==> src/rtl/nandy_pkg.sv <==
// Shared state encoding for the serial subtractor controller.
package nandy_pkg;

  typedef enum logic [1:0] {
    IDLE = 2'd0,
    RUN  = 2'd1,
    DONE = 2'd2
  } state_t;

endpackage

==> src/rtl/serial_subtractor_fullsubtractor.sv <==
// One-bit full subtractor built from gate primitives.
// diff = a ^ b ^ bin, borrow = (~a & b) | (~(a ^ b) & bin).
module Fullsubtractor (
  output logic diff,
  output logic borrow,
  input  logic inA,
  input  logic inB,
  input  logic inBorrow
);

  logic a_xor_b;
  logic a_n;
  logic xor_n;
  logic gen_b;
  logic prop_b;

  xor u_x1 (a_xor_b, inA, inB);
  xor u_x2 (diff, a_xor_b, inBorrow);
  not u_n1 (a_n, inA);
  not u_n2 (xor_n, a_xor_b);
  and u_a1 (gen_b, a_n, inB);
  and u_a2 (prop_b, xor_n, inBorrow);
  or  u_o1 (borrow, gen_b, prop_b);

endmodule

==> src/rtl/serial_subtractor.sv <==
// Bit-serial A-B subtractor: IDLE -> RUN (WIDTH cycles, LSB first) -> DONE.
// Define SERIAL_SUBTRACTOR_OVERFLOW_EN to build the signed overflow flag.
//
// state | meaning
// IDLE  | waiting for inStart, operands sampled on accept
// RUN   | one bit per cycle through the full subtractor
// DONE  | one-cycle outDone, result registers just updated
module serial_subtractor
  import nandy_pkg::*;
#(
  parameter int WIDTH = 16
) (
  input  logic             clk,
  input  logic             reset,
  input  logic [WIDTH-1:0] inA,
  input  logic [WIDTH-1:0] inB,
  input  logic             inStart,
  output logic             outBusy,
  output logic             outDone,
  output logic [WIDTH-1:0] outDiff,
  output logic             outBorrow,
  output logic             outOverflow
);

  localparam int CW = $clog2(WIDTH);

  state_t state, state_nxt;

  logic [WIDTH-1:0] sh_a;
  logic [WIDTH-1:0] sh_b;
  logic [WIDTH-2:0] res;
  logic [WIDTH-1:0] res_cat;
  logic [CW-1:0]    cnt;
  logic             borrow_ff;
  logic             bit_diff;
  logic             bit_bout;
  logic             last;

  Fullsubtractor u_fs (
    .diff     (bit_diff),
    .borrow   (bit_bout),
    .inA      (sh_a[0]),
    .inB      (sh_b[0]),
    .inBorrow (borrow_ff)
  );

  assign last    = (cnt == CW'(WIDTH - 1));
  assign res_cat = {bit_diff, res};
  assign outBusy = (state != IDLE);
  assign outDone = (state == DONE);

  always_ff @(posedge clk or posedge reset) begin
    if (reset) state <= IDLE;
    else       state <= state_nxt;
  end

  always_comb begin
    state_nxt = state;
    case (state)
      IDLE:    if (inStart) state_nxt = RUN;
      RUN:     if (last) state_nxt = DONE;
      DONE:    state_nxt = IDLE;
      default: state_nxt = IDLE;
    endcase
  end

  always_ff @(posedge clk or posedge reset) begin
    if (reset) begin
      sh_a      <= '0;
      sh_b      <= '0;
      res       <= '0;
      cnt       <= '0;
      borrow_ff <= 1'b0;
      outDiff   <= '0;
      outBorrow <= 1'b0;
    end else begin
      case (state)
        IDLE: begin
          if (inStart) begin
            sh_a      <= inA;
            sh_b      <= inB;
            borrow_ff <= 1'b0;
            cnt       <= '0;
          end
        end
        RUN: begin
          sh_a      <= sh_a >> 1;
          sh_b      <= sh_b >> 1;
          borrow_ff <= bit_bout;
          res       <= res_cat[WIDTH-1:1];
          cnt       <= cnt + CW'(1);
          // publish on the final bit so the result is stable throughout DONE
          if (last) begin
            outDiff   <= res_cat;
            outBorrow <= bit_bout;
          end
        end
        default: ;
      endcase
    end
  end

`ifdef SERIAL_SUBTRACTOR_OVERFLOW_EN
  logic sign_a;
  logic sign_b;

  always_ff @(posedge clk or posedge reset) begin
    if (reset) begin
      sign_a      <= 1'b0;
      sign_b      <= 1'b0;
      outOverflow <= 1'b0;
    end else if (state == IDLE && inStart) begin
      sign_a <= inA[WIDTH-1];
      sign_b <= inB[WIDTH-1];
    end else if (state == RUN && last) begin
      outOverflow <= (sign_a != sign_b) && (bit_diff != sign_a);
    end
  end
`else
  assign outOverflow = 1'b0;
`endif

endmodule

==> config.mk <==
export PLATFORM = sky130hd
export DESIGN_NAME = serial_subtractor
export DESIGN_NICKNAME = d
export VERILOG_FILES = /design/src/rtl/nandy_pkg.sv /design/src/rtl/serial_subtractor_fullsubtractor.sv /design/src/rtl/serial_subtractor.sv
export SDC_FILE = /design/constraint.sdc
export NUM_CORES = 1
export LEC_CHECK = 0
export CAP_MARGIN = 5
export CORE_ASPECT_RATIO = 1.4
export CORE_MARGIN = 2
export CORE_UTILIZATION = 52
export DETAILED_ROUTE_END_ITERATION = 10
export PLACE_DENSITY = 0.91
export SYNTH_ARGS = -nofsm -noshare
export SYNTH_HDL_FRONTEND = slang
export SYNTH_HIERARCHICAL = 1
export SYNTH_SLANG_ARGS = --single-unit
==> constraint.sdc <==
create_clock -name clk -period 2.6 [get_ports clk]
set_input_delay 0.39 -clock clk [delete_from_list [all_inputs] [get_ports clk]]
set_output_delay 0.39 -clock clk [all_outputs]
set_load 0.1 [all_outputs]
==> reports/metrics.csv, run 1 <==
stage;metric;value;unit
status;status;complete, no violations;
cts;CTS tree;yes;
placed_design;DP Wirelength;4.02;mm
worst_setup_path;Max stage delay on crit path;0.74;ns
synthesis;Post-Synth Adder-Cell Area;1.05;%
placed_design;Placed Instance Area;3640;um^2
synthesis;XOR/XNOR Fraction of Synth Area;0;%
route;DR DRC count;0;
power;NetSw;2.34;mW
global_route;total grt overflow;0;
synthesis;Netlist cell types;31;
floorplan;die area;6580;um^2
route;vias per inst;5.57;
route;antenna viol nets, final;0;
power;leakage;1.71;nW
run;max-cap viol count;0;
timing;unrepaired setup endpoints after global routing;false;
cells_and_area;n_diodes;0;
synthesis;Post-Synthesis Cell Area;3090;um^2
power;Clock Power Share;18.0;%
synthesis;Avg Cell Area, Syn;12.0;um^2
worst_setup_path;Buf+Inv Stages, Crit Path;1;
synthesis;cell taking the most area after synthesis;dfrtp_1;
cts;postcts setup bufs;0;
timing;Slew Viols, Final;0;
route;iteration-0 DRC count of the detailed router;98;
cells_and_area;area grow syn2layout;25.0;%
synthesis;top post-synthesis cells by area;dfrtp_1, mux2_2, a22oi_1;
route;drt first pass iters;4;
cells_and_area;# fillers;455;
timing;Tightest Pin Transition;0.705;ns
synthesis;post-synthesis compound-gate area fraction;15.9;%
timing;crit path time final;1.98;ns
floorplan;Initial Util;53.4;%
timing;Post-Route Setup TNS;0;ns
timing;Clock Skew;0.0121;ns
cts;post-CTS sizing;0;
worst_setup_path;CP Capture Type;primary output;
power;net switching share of the total power;43.7;%
worst_setup_path;worst-path maximum fanout;18;
power;Internal;3.01;mW
power;combinational group share of total power;46.0;%
cts;Bufs on Longest Clock Path;2;
global_route;largest net degree at the start of global routing;31;
synthesis;Yosys reg bits;71;
timing;Achievable Freq;0.505;GHz
route;Routed WL per cell;15.2;um
route;Detailed Route WL;5.85;mm
cts;Clk Latency, worst-skew pair;0.34;ns
cts;CTS buffer count;9;
cts;clock net sink count;71;
floorplan;Core ar.;5780;um^2
synthesis;register area share after synthesis;57.5;%
power;sequential fraction of design power;36.0;%
route;vias after detailed routing;2144;
placed_design;RD Place Congestion;0.757;
worst_setup_path;WS Path Type;register to primary output;
global_route;total track usage;19.6;%
synthesis;Post-Synth Simple-Gate Area;7.50;%
worst_setup_path;Crit path required time;2.21;ns
worst_setup_path;critical path cell sequence;nor2b_1 > buf_12;
cells_and_area;layout cells sized above 1;25.7;%
floorplan;Ports;55;
timing;Slew headroom;52.9;%
worst_setup_path;Largest delay share family, worst path;flip-flops;
worst_setup_path;Worst path depth;2;
cells_and_area;Nets;347;
global_route;initial antenna violation count;0;
timing;# setup viols final;0;
timing;final hold violations;0;
cells_and_area;Final Cell Area;3860;um^2
worst_setup_path;Worst setup SP type;register;
floorplan;Die Ht;95.2;um
cts;# hold bufs at CTS;0;
synthesis;Syn Nets;295;
synthesis;main combinational cell family by area after synthesis;compound AO/OA/AOI/OAI gates;
cells_and_area;most common cell after layout, fill and taps aside;dfrtp_1;
timing;Tcrit/Tclk final;76.2;%
cts;H-tree Lvls;3;
placed_design;Inst Count DP;369;
global_route;vias in the first global route;2182;
power;worst vdd ir;0.000848;V
power;PD cells;1390;nW/um^2
floorplan;FP Rows;33;
synthesis;post-synthesis mux area share;13.5;%
synthesis;number of synthesis warnings;6;
floorplan;die width;69.1;um
synthesis;top cell type's share of synthesized area;57.5;%
worst_setup_path;Critical Path AT;1.59;ns
cells_and_area;most frequent cells in the layout;dfrtp_1, clkdlybuf4s50_1, o21ai_0;
worst_setup_path;Worst path slowest cell;dfrtp_1;
worst_hold_path;HP Class;primary input to async pin;
cells_and_area;final std cells w/o fill;385;
cts;Clk pin slew, worst setup/hold paths;0.08;ns
synthesis;Synth Instances;258;
placed_design;I/O Buffers;53;
worst_setup_path;worst reg-to-reg path cell count;3;
cts;clock root buffer;clkbuf_8;
global_route;first-pass GRT wire length;10.1;mm
-- path summary, 6_finish.rpt --
path,startpoint,endpoint,slack [ns]
min in group clk,sh_a[1],sh_a[1],0.48
worst max register to register,state[0],outDiff[13],0.68
worst min-delay path,reset,sh_a[15],0.44
max in group asynchronous,reset,sh_b[6],1.53
worst max-delay path,state[1],outDone,0.62
worst min register to register,sh_a[1],sh_a[1],0.48
-- state kept, by name, indices dropped and copies added (netlist names) --
signal	flops
outDiff	16
res	15
borrow_ff	1
cnt	4
state	2
sh_b	16
sh_a	16
outBorrow	1
-- worst reg2reg max path, cell delays in order, from the launching register on --
cell and delay, ns:
dfrtp_1 0.72, nor2b_4 0.26, and4_4 0.44, mux2_2 0.39
-- cell usage after synthesis --
cell type and number:
dfrtp_1 71, nand3_1 1, nor2_1 1, mux2_2 24, buf_2 8, and2_1 2
buf_6 2, a22o_1 2, or2_2 1, buf_4 1, a32o_1 1, nor2b_4 1
and4_4 1, conb_1 1, fa_1 1, a31oi_1 2, nor2b_1 13, mux2_4 9
o21bai_2 1, a41oi_1 1, clkbuf_1 7, ha_1 1, mux2i_1 1, o21ai_0 33
nor3b_1 1, nand2_1 24, a21oi_1 11, a22oi_1 28, inv_1 6, buf_8 1
buf_1 1
-- power groups by stage --
stage	Combinational, mW	Clock [mW]	Sequential [mW]
after floorplan	1.18	0	2.68
final	2.46	0.963	1.93
after global placement	2.41	0	1.91
after detailed placement	2.48	0	1.94
after global routing	2.64	1.03	2.00
after CTS	2.49	0.976	1.93
-- per-stage QoR --
| stage | worst slack [ns] | total power [mW] | hold slack (ns) | utilization, % |
|---|---|---|---|---|
| after floorplan | 0.0118 | 3.86 | 0.442 | - |
| after global placement | 0.768 | 4.31 | 0.456 | 63.0 |
| after detailed placement | 0.691 | 4.42 | 0.470 | 63.0 |
| after CTS | 0.619 | 5.39 | 0.444 | 66.8 |
| after global routing | 0.537 | 5.66 | 0.468 | 66.8 |
| final | 0.618 | 5.35 | 0.437 | 66.8 |
-- cells by family (layout without fill, tap and decap cells) --
family	count (synthesis)	count (layout)
mux	34	34
other cells	1	1
compound gates	79	79
buf+inv	26	83
flops	71	71
fa+ha+maj	2	2
simple gates	45	45
-- metal layers --
layer  vias to the layer above  track usage [%]  wire (um)  part of all wire (%)
li1                       1018                -          -                     -
met1                      1060             23.5       2400                    41
met2                        56             32.4       3100                    53
met3                        10             5.07        227                   3.9
met4                         0             11.1        126                   2.2
met5                         -                0          0                     0
-- layout make-up --
cell class                 instances  area, um^2  share of cell area [%]
tap                               70        87.6                    2.27
multi-input combinational        161        1170                    30.4
clock buffer                       9         124                    3.21
sequential                        71        1780                    46.0
timing repair buffer              61         581                    15.0
inverter                           6        22.5                   0.583
clock inverter                     7        96.3                    2.50
No activity file was read; power rests on OpenSTA's default activity.
==> inputs of run 2 (changes only) <==
- clock period: 2.6 -> 2 ns (I/O delays scaled with it)
==> reports/metrics.csv, run 2 (same netlist as run 1, synthesis figures left out) <==
stage;metric;value;unit;change
status;status;complete, no violations;;
timing;final hold violations;0;;unchanged
floorplan;Die Ht;95.2;um;unchanged
timing;Slew Viols, Final;0;;unchanged
route;iteration-0 DRC count of the detailed router;132;;+35%
timing;Slew headroom;32.5;%;-20 points
timing;Tcrit/Tclk final;89.4;%;
timing;Post-Route Setup TNS;0;ns;unchanged
worst_setup_path;worst-path maximum fanout;20;;+2
cts;post-CTS sizing;0;;unchanged
floorplan;Ports;55;;unchanged
power;PD cells;1800;nW/um^2;+30%
timing;unrepaired setup endpoints after global routing;false;;
global_route;initial antenna violation count;0;;unchanged
placed_design;I/O Buffers;53;;unchanged
floorplan;Initial Util;53.4;%;unchanged
cells_and_area;# fillers;432;;-5.1%
power;Tot Pwr;7.00;mW;+31%
placed_design;RD Place Congestion;0.765;;+1.0%
route;Detailed Route WL;5.88;mm;+0.50%
cts;Clk pin slew, worst setup/hold paths;0.07;ns;about the same
global_route;total track usage;19.4;%;-0.24 points
cells_and_area;Nets;347;;unchanged
worst_setup_path;flop2flop setup slack;0.24;ns;-0.44 ns
worst_setup_path;Worst setup SP type;register;;
placed_design;DP Wirelength;3.87;mm;-3.7%
worst_setup_path;Crit path required time;1.70;ns;-0.51 ns
cts;H-tree Lvls;3;;unchanged
route;Routed WL per cell;15.3;um;+0.50%
cts;# hold bufs at CTS;0;;unchanged
cts;Clk Latency, worst-skew pair;0.34;ns;about the same
cells_and_area;layout cells sized above 1;26.0;%;+0.32 points
cts;CTS tree;yes;;
cells_and_area;largest registers;outDiff x16, sh_a x16, sh_b x16;;
run;max-cap viol count;0;;unchanged
cells_and_area;most common cell after layout, fill and taps aside;dfrtp_1;;
cells_and_area;Multi-input gate area;1180;um^2;+0.21%
cells_and_area;Final Util;67.1;%;+0.30 points
power;worst vdd ir;0.00130;V;+53%
global_route;total grt overflow;0;;unchanged
floorplan;die width;69.1;um;unchanged
power;leakage;1.70;nW;-0.39%
cells_and_area;area grow syn2layout;25.6;%;
route;DR DRC count;0;;unchanged
route;drt first pass iters;4;;unchanged
global_route;vias in the first global route;2085;;-4.4%
cts;Bufs on Longest Clock Path;2;;unchanged
global_route;first-pass GRT wire length;9.90;mm;-1.7%
worst_setup_path;Critical Path AT;1.49;ns;-0.10 ns
floorplan;Core ar.;5780;um^2;unchanged
cts;clock net sink count;71;;unchanged
cts;CTS buffer count;9;;unchanged
cells_and_area;most frequent cells in the layout;dfrtp_1, clkdlybuf4s50_1, o21ai_0;;
worst_hold_path;HP Class;primary input to async pin;;
route;vias after detailed routing;2148;;+0.19%
worst_setup_path;WS Path Type;register to primary output;;
worst_setup_path;CP Capture Type;primary output;;
timing;Achievable Freq;0.559;GHz;
cells_and_area;n_diodes;0;;unchanged
route;vias per inst;5.58;;+0.19%
cts;postcts setup bufs;0;;unchanged
timing;# setup viols final;0;;unchanged
global_route;largest net degree at the start of global routing;72;;+130%
timing;crit path time final;1.79;ns;
floorplan;FP Rows;33;;unchanged
timing;Clock Skew;0.0107;ns;-0.00141 ns
route;antenna viol nets, final;0;;unchanged
timing;Tightest Pin Transition;1.01;ns;+0.308 ns
floorplan;die area;6580;um^2;unchanged
cells_and_area;register area;1780;um^2;unchanged
cts;clock root buffer;clkbuf_8;;
run 2: worst paths after layout:
kind | startpoint | end | cells past startpoint
worst max-delay path | state[1] | outBusy | 3
worst min-delay path | reset | outDiff[14] | 3
worst min register to register | sh_a[1] | sh_a[1] | 2
min in group clk | sh_a[1] | sh_a[1] | 2
max in group asynchronous | reset | res[6] | 3
worst max register to register | state[0] | outBorrow | 3
run 2: worst max-delay path, stage by stage, from the launching register on:
cell and delay [ns]:
dfrtp_1 0.44, buf_4 0.22, or2_2 0.31, buf_12 0.17
run 2: cell type report:
class,count,area share [%]
Multi-Input combinational cell,161,30.3
Sequential cell,71,45.8
Clock inverter,5,2.06
Tap cell,70,2.26
Inverter,6,0.677
Timing Repair Buffer,61,15.0
Clock buffer,11,3.90
run 2: stage by stage:
stage / instances / cell area (um^2) / hold slack [ns] / worst slack (ns)
6_report: 385 / 3880 / 0.402 / 0.211
5_1_grt: 385 / 3880 / 0.456 / 0.0708
4_1_cts: 385 / 3880 / 0.412 / 0.194
3_5_place_dp: 369 / 3650 / 0.471 / 0.0216
3_3_place_gp: 369 / 3650 / 0.454 / 0.0347
2_1_floorplan: 258 / 3090 / 0.442 / 0.0139
run 2: metal layers:
layer	vias up	GRT usage, %	wire length [um]
li1	1011	-	-
met1	1065	24.6	2480
met2	58	31.7	3050
met3	14	2.64	193
met4	0	12.1	157
met5	-	0	0
run 2: power breakdown:
| part | internal, mW | switching [mW] | leakage, nW |
|---|---|---|---|
| combinational | 1.17 | 2.07 | 0.685 |
| clock | 0.768 | 0.519 | 0.112 |
| sequential | 2.05 | 0.423 | 0.904 |
| total | 3.99 | 3.01 | 1.70 |
==> inputs of run 3 (changes only) <==
- CAP_MARGIN: 5 -> unset
- CORE_ASPECT_RATIO: 1.4 -> 0.6
==> reports/metrics.csv, run 3 (same netlist as run 1, synthesis figures left out) <==
stage;metric;value;unit;change
worst_setup_path;reg2reg end;outDiff[10];;
timing;final hold violations;0;;unchanged
worst_setup_path;worst reg2reg startpoint;cnt[0];;
cts;post-CTS sizing;0;;unchanged
cells_and_area;register area;1780;um^2;unchanged
route;DR DRC count;0;;unchanged
worst_setup_path;Critical Path AT;1.45;ns;-0.04 ns
run;max-cap viol count;0;;unchanged
floorplan;Die Ht;63.7;um;-33%
timing;Post-Route Setup TNS;0;ns;unchanged
route;Detailed Route WL;5.93;mm;+0.94%
cells_and_area;most frequent cells in the layout;dfrtp_1, clkdlybuf4s50_1, o21ai_0;;
cts;Bufs on Longest Clock Path;2;;unchanged
route;vias after detailed routing;2145;;-0.14%
cts;# hold bufs at CTS;0;;unchanged
placed_design;I/O Buffers;53;;unchanged
floorplan;die area;6590;um^2;+0.17%
cells_and_area;most common cell after layout, fill and taps aside;dfrtp_1;;
worst_setup_path;WS Path Type;register to primary output;;
cells_and_area;Final Cell Area;3870;um^2;-0.32%
placed_design;Placed Instance Area;3690;um^2;+1.1%
cells_and_area;# fillers;426;;-1.4%
timing;Slew Viols, Final;0;;unchanged
worst_hold_path;HP Class;primary input to async pin;;
worst_setup_path;Worst setup SP type;register;;
global_route;vias in the first global route;2130;;+2.2%
status;status;complete, no violations;;
cts;CTS buffer count;9;;unchanged
cts;Clk Latency, worst-skew pair;0.35;ns;about the same
worst_setup_path;worst reg-to-reg path cell count;3;;unchanged
global_route;total track usage;20.3;%;+0.88 points
timing;Tcrit/Tclk final;87.6;%;-1.9 points
global_route;largest net degree at the start of global routing;72;;unchanged
cells_and_area;n_diodes;0;;unchanged
floorplan;Ports;55;;unchanged
worst_setup_path;Crit path required time;1.70;ns;about the same
global_route;initial antenna violation count;0;;unchanged
cts;Clk pin slew, worst setup/hold paths;0.07;ns;about the same
global_route;total grt overflow;0;;unchanged
worst_setup_path;flop2flop setup slack;0.44;ns;+0.20 ns
cells_and_area;largest registers;outDiff x16, sh_a x16, sh_b x16;;
worst_setup_path;worst-path maximum fanout;20;;unchanged
cells_and_area;Multi-input gate area;1180;um^2;unchanged
cts;CTS tree;yes;;
route;antenna viol nets, final;0;;unchanged
placed_design;RD Place Congestion;0.787;;+2.9%
timing;crit path time final;1.75;ns;-0.0373 ns
timing;# setup viols final;0;;unchanged
cts;H-tree Lvls;3;;unchanged
cts;clock net sink count;71;;unchanged
cells_and_area;Nets;349;;+0.58%
floorplan;Core ar.;5650;um^2;-2.3%
route;drt first pass iters;5;;+1
cts;clock root buffer;clkbuf_8;;
timing;unrepaired setup endpoints after global routing;false;;
floorplan;Initial Util;54.7;%;+1.2 points
floorplan;FP Rows;21;;-36%
placed_design;DP Wirelength;3.84;mm;-0.88%
route;Routed WL per cell;15.0;um;-1.9%
timing;Achievable Freq;0.571;GHz;+2.1%
power;leakage;1.69;nW;-0.54%
route;iteration-0 DRC count of the detailed router;182;;+38%
cells_and_area;area grow syn2layout;25.2;%;
timing;Clock Skew;0.00996;ns;-0.000759 ns
power;worst vdd ir;0.00132;V;+1.8%
floorplan;die width;103;um;+50%
route;vias per inst;5.42;;-2.9%
cts;postcts setup bufs;0;;unchanged
cells_and_area;layout cells sized above 1;25.6;%;-0.40 points
worst_setup_path;CP Capture Type;primary output;;
power;PD cells;1770;nW/um^2;-2.2%
global_route;first-pass GRT wire length;10.1;mm;+2.5%
[run 3: changes by cell type in the layout (fill, tap and decap cells not counted), sizes merged]
cell	change
bufinv	-1
buf	+2
clkinvlp	-1
clkinv	+1
[run 3: per-layer routing]
layer	vias to the layer above	GRT usage (%)	wire length, um
li1	1019	-	-
met4	0	5.26	43
met5	-	0	0
met2	63	28.6	2600
met3	6	8.10	372
met1	1057	29.2	2920
[run 3: critical path, cell delays in order (launching register included)]
cell	delay, ns
dfrtp_1	0.39
buf_4	0.21
or2_2	0.33
buf_12	0.17
[run 3: through the flow]
stage	hold slack [ns]	power, mW	utilization (%)	std cells	setup WS, ns
6_report	0.392	6.83	68.4	396	0.248
5_1_grt	0.437	7.25	68.4	396	0.168
4_1_cts	0.408	6.89	68.4	396	0.226
3_3_place_gp	0.461	5.67	65.3	381	0.324
2_1_floorplan	0.442	5.02	-	258	0.0139
3_5_place_dp	0.472	5.78	65.3	381	0.270
[run 3: how the worst max path moves through the flow]
| stage | startpoint | endpoint | slack [ns] | cells after the start |
|---|---|---|---|---|
| 2_1_floorplan | state[1] | outDone | 0.01 | 3 |
| 4_1_cts | state[0] | outBusy | 0.23 | 3 |
| 3_5_place_dp | inStart | sh_b[2] | 0.27 | 5 |
| 5_1_grt | state[0] | outBusy | 0.17 | 3 |
| 6_report | state[0] | outBusy | 0.25 | 3 |
| 3_3_place_gp | inStart | sh_b[8] | 0.32 | 5 |
[run 3: final cells by class]
type	instances	share of cell area [%]
inverter	6	0.680
sequential	71	46.0
tap	80	2.59
clock inverter	4	1.23
clock buffer	11	3.40
timing repair buffer	63	15.7
multi-input combinational	161	30.4
[run 3: report_power, final]
group / switching (mW) / total (mW) / internal (mW) / leakage [nW]
sequential: 0.395 / 2.45 / 2.05 / 0.904
combinational: 2.10 / 3.30 / 1.20 / 0.698
clock: 0.511 / 1.08 / 0.566 / 0.0892
total: 3.01 / 6.83 / 3.82 / 1.69
==> RTL change 1 (flow settings as in run 1) <==
The 3 states of `state_t` get a one-hot encoding in 3 bits.
--- a/src/rtl/nandy_pkg.sv
+++ b/src/rtl/nandy_pkg.sv
@@ -1,10 +1,10 @@
 // Shared state encoding for the serial subtractor controller.
 package nandy_pkg;
 
-  typedef enum logic [1:0] {
-    IDLE = 2'd0,
-    RUN  = 2'd1,
-    DONE = 2'd2
+  typedef enum logic [2:0] {
+    IDLE = 3'b001,
+    RUN  = 3'b010,
+    DONE = 3'b100
   } state_t;
 
 endpackage
Function: same outputs for any inputs over 10 cycles, from zero or initial values and one cycle with reset high; not proved beyond that.
==> RTL change 1 against run 1 <==
  * First-iteration DRC count increased by 110%
  * Sequential cell count increased by 1
  * Routed wire length increased by 5.2%
  * Design area decreased by 0.65%
  * Area after synthesis increased by 0.77%
  * Setup slack improved by 0.051 ns
  * Hold slack got worse by 0.0056 ns
  * Critical path type is now reg -> reg
  * Highest routed layer unchanged
Power is not compared: it rests on default switching activity, and its combinational part moved more than twofold at a synthesized area within 25%.
==> RTL change 1: results (changes against run 1) <==
* Outcome: finished, final reports clean
* Multi-input logic cell count at 215 (+34%)
* Via/cell ratio at 5.45 (-2.2%)
* Max FO, Critical Path at 18 (unchanged)
* Slowest CP cell: or3b_2
* Post_cts resized at 0 (unchanged)
* Layout cell share with drive strength beyond 1 at 17.0% (-8.7 points)
* H-tree depth at 3 (unchanged)
* Worst Clk Skew at 0.0112 ns (-0.000920 ns)
* Critical Path Max Stage Delay at 0.56 ns (-0.18 ns)
* Clock-cell share of area at 5.48% (-0.22 points)
* Clock Sinks at 72 (+1.4%)
* Clk buf depth at 2 (unchanged)
* Syn nets at 350 (+19%)
* Fin nets at 396 (+14%)
* Input/output buffers at 53 (unchanged)
* Gpl congestion at 0.806 (+6.4%)
* Vias in the first global route at 2343 (+7.4%)
* Synth cell count leaders: nand2_1, dfrtp_1, nor2_1
* # fillers at 431 (-5.3%)
* Avg WL per Cell at 14.2 µm (-6.7%)
* Area taken by multi-input logic gates at 1180 µm² (+0.75%)
* # clk buffers at 14 (+5)
* Data buffer area share at 14.0% (-1.0 points)
* Global Route Usage Sum at 20.4% (+0.77 points)
* Core area at 5820 µm² (+0.71%)
* Critical Path AT at 2.16 ns (+0.57 ns)
* CTS Buf Count at 9 (unchanged)
* Invs w/o clock at 4 (-2)
* Top cells by area, synth: dfrtp_1, nand2_1, a31oi_1
* M3 GR Usage at 4.65% (-0.42 points)
* Routing usage on met1 at 26.3% (+2.7 points)
* Largest net degree at the start of global routing at 73 (+140%)
* Initial DRC count at 205 (+110%)
* Seq/Total Area, Yosys at 57.9% (+0.40 points)
* Non-CTS buffers at 57 (-6.6%)
* Placed instance area at 3630 µm² (-0.41%)
* Met2 Usage GRT at 33.3% (+0.88 points)
* First-pass GRT wire length at 10600 µm (+5.7%)
* Post-DP HPWL at 3820 µm (-4.8%)
* Asr flop ratio synth at 100% (unchanged)
* FF+latch area at 1800 µm² (+1.5%)
## RTL change 1: logic make-up (layout without fill, tap and decap cells)
family	Yosys count	after routing	share of synthesized area, %
xor+xnor	1	1	0.282
other cells	1	1	0.121
mux	17	17	7.24
simple gates	153	153	20.2
compound gates	41	41	8.60
buf+inv	26	77	4.54
flops	72	72	57.9
fa+ha+maj	2	2	1.05
## RTL change 1: path summary, 6_finish.rpt
check / startpoint / endpoint / slack (ns)
max: state[1] / outDiff[8] / 0.67
min: reset / sh_b[7] / 0.43
max reg2reg: state[1] / outDiff[8] / 0.67
min reg2reg: res[0] / res[0] / 0.50
max in group asynchronous: reset / state[0] / 1.83
min in group clk: res[0] / res[0] / 0.50
## RTL change 1: layer usage
| metal | wire [µm] | share of wire, % |
|---|---|---|
| met3 | 270 | 4.4 |
| met1 | 2710 | 44 |
| met2 | 3030 | 49 |
| met5 | 0 | 0 |
| met4 | 144 | 2.3 |
## RTL change 1: worst max-delay path: cells and delay by family, from the launching register on
family | cells | cell delay, ns
and+or+nand+nor | 2 | 0.92
DFF | 1 | 0.51
muxes | 1 | 0.38
## RTL change 1: power breakdown
| group | switching (mW) | internal (mW) | total (mW) |
|---|---|---|---|
| clock network | 0.408 | 0.523 | 0.931 |
| registers | 0.240 | 1.47 | 1.71 |
| logic | 0.701 | 0.448 | 1.15 |
## RTL change 1: per-stage QoR
step                      instances  utilization, %  hold WS (ns)  power, mW  worst slack [ns]
final                           434            65.9         0.431       3.79             0.669
after global routing            434            65.9         0.504       4.04             0.615
after CTS                       434            65.9         0.447       3.81             0.690
after detailed placement        418            62.3         0.464       2.87             0.670
after global placement          418            62.3         0.460       2.80             0.717
after floorplan                 313               -         0.446       2.59             0.387
==> RTL change 2 (config.mk and constraints of run 1) <==
Without the edit above. The parameter `WIDTH` goes from 16 to 32.
--- a/src/rtl/serial_subtractor.sv
+++ b/src/rtl/serial_subtractor.sv
@@ -8,7 +8,7 @@
 module serial_subtractor
   import nandy_pkg::*;
 #(
-  parameter int WIDTH = 16
+  parameter int WIDTH = 32
 ) (
   input  logic             clk,
   input  logic             reset,
Interface: changed (resized inA, inB and outDiff); port bits go from 55 to 103. The function was not compared with the original's and may differ.
==> RTL change 2 against run 1 <==
  * Sequential power increased by 89%
  * Setup slack worse by 0.19 ns
  * Routed wire length is 120% higher
  * Area after synthesis rose by 81%
  * Design area grew 89%
  * Register-to-register slack worse by 0.05 ns
  * Non-clock buffer count grew 50
  * Via count grew 90%
  * Total power increased by 91%
  * Sequential cell count increased by 65
  * Largest power group unchanged
==> RTL change 2: results (changes against run 1) <==
* Critical Path Max Stage Delay at 0.59 ns (-0.15 ns)
* CTS Buf Count at 17 (+8)
* Max FO, Critical Path at 31 (+13)
* Fin nets at 629 (+81%)
* Lkg Pwr at 3.26 nW (+91%)
* Final WL at 12800 µm (+120%)
* Avg WL per Cell at 18.0 µm (+18%)
* Layout cell share with drive strength beyond 1 at 20.7% (-5.0 points)
* Drt pass-1 iters at 5 (+1)
* Setup WS pre-CTS at 0.333 ns (-0.358 ns)
* # fillers at 693 (+52%)
* Synth cell count leaders: dfrtp_1, nand2_1, o21ai_0
* Slowest CP cell: dfrtp_2
* Reg-to-Reg Start: cnt[0]
* Top cells by area, synth: dfrtp_1, a22oi_1, mux2_2
* Worst skew pair latency at 0.40 ns (+0.06 ns)
* Worst Clk Skew at 0.00922 ns (-0.00291 ns)
* Worst vdd ir at 1.39 mV (+63%)
* Post-synth cell types at 28 (-9.7%)
* Worst Max-Slew Pin Slew at 0.723 ns (+0.0187 ns)
* Post-route cell area at 7280 µm² (+89%)
* Seq/Total Area, Yosys at 60.9% (+3.3 points)
* Global Route Usage Sum at 22.7% (+3.1 points)
* M3 GR Usage at 6.47% (+1.4 points)
* First-pass GRT wire length at 20700 µm (+110%)
* Vias in the first global route at 4234 (+94%)
* Syn avg cell area at 12.0 µm² (+0.23%)
* Gpl congestion at 0.786 (+3.8%)
* Outcome: finished, final reports clean
* Critical Path AT at 1.78 ns (+0.19 ns)
-- RTL change 2: logic make-up (layout without fill, tap and decap cells) --
logic type               Yosys count  after routing  share of synthesized area, %
other                              1              1                        0.0671
flip-flops                       136            136                          60.9
AO/OA/AOI/OAI                    135            135                          15.1
multiplexers                      66             66                          13.3
adder cells (fa/ha/maj)            3              3                         0.806
AND/OR/NAND/NOR                   81             81                          6.45
buffers and inverters             44            149                          3.45
-- RTL change 2: cell type report --
class | instances | area (µm²) | share of cell area (%)
clock buffers | 21 | 460 | 6.33
clock inverters | 10 | 120 | 1.65
flip-flops and latches | 136 | 3410 | 46.8
inverters | 7 | 30.0 | 0.413
multi-input cells | 286 | 2020 | 27.7
repair buffers | 111 | 1070 | 14.7
well taps | 138 | 173 | 2.37
-- RTL change 2: layer usage --
layer / part of all wire [%] / wire [µm]
met1: 39 / 5010
met2: 52 / 6590
met3: 6.7 / 852
met4: 2.5 / 313
met5: 0 / 0
-- RTL change 2: worst reg2reg max path, stage by stage, from the launching register on --
cell and delay [ns]:
dfrtp_1 0.41, ha_1 0.24, and3_1 0.20, ha_1 0.23, nand2_4 0.37, mux2_2 0.40
-- RTL change 2: final timing paths --
| kind | slack [ns] | depth (start not counted) | endpoint |
|---|---|---|---|
| worst max register to register | 0.63 | 5 | outDiff[27] |
| max in group asynchronous | 1.53 | 3 | res[25] |
| worst max-delay path | 0.43 | 3 | outBusy |
| worst min register to register | 0.48 | 1 | outDiff[0] |
| worst min-delay path | 0.48 | 1 | outDiff[0] |
| min in group asynchronous | 0.51 | 3 | sh_b[5] |
-- RTL change 2: report_power, final --
part	internal (mW)	total, mW	switching (mW)	leakage [nW]
logic	1.44	4.25	2.80	1.24
clock network	1.46	2.33	0.865	0.280
registers	3.03	3.65	0.629	1.74
total	5.93	10.2	4.30	3.26
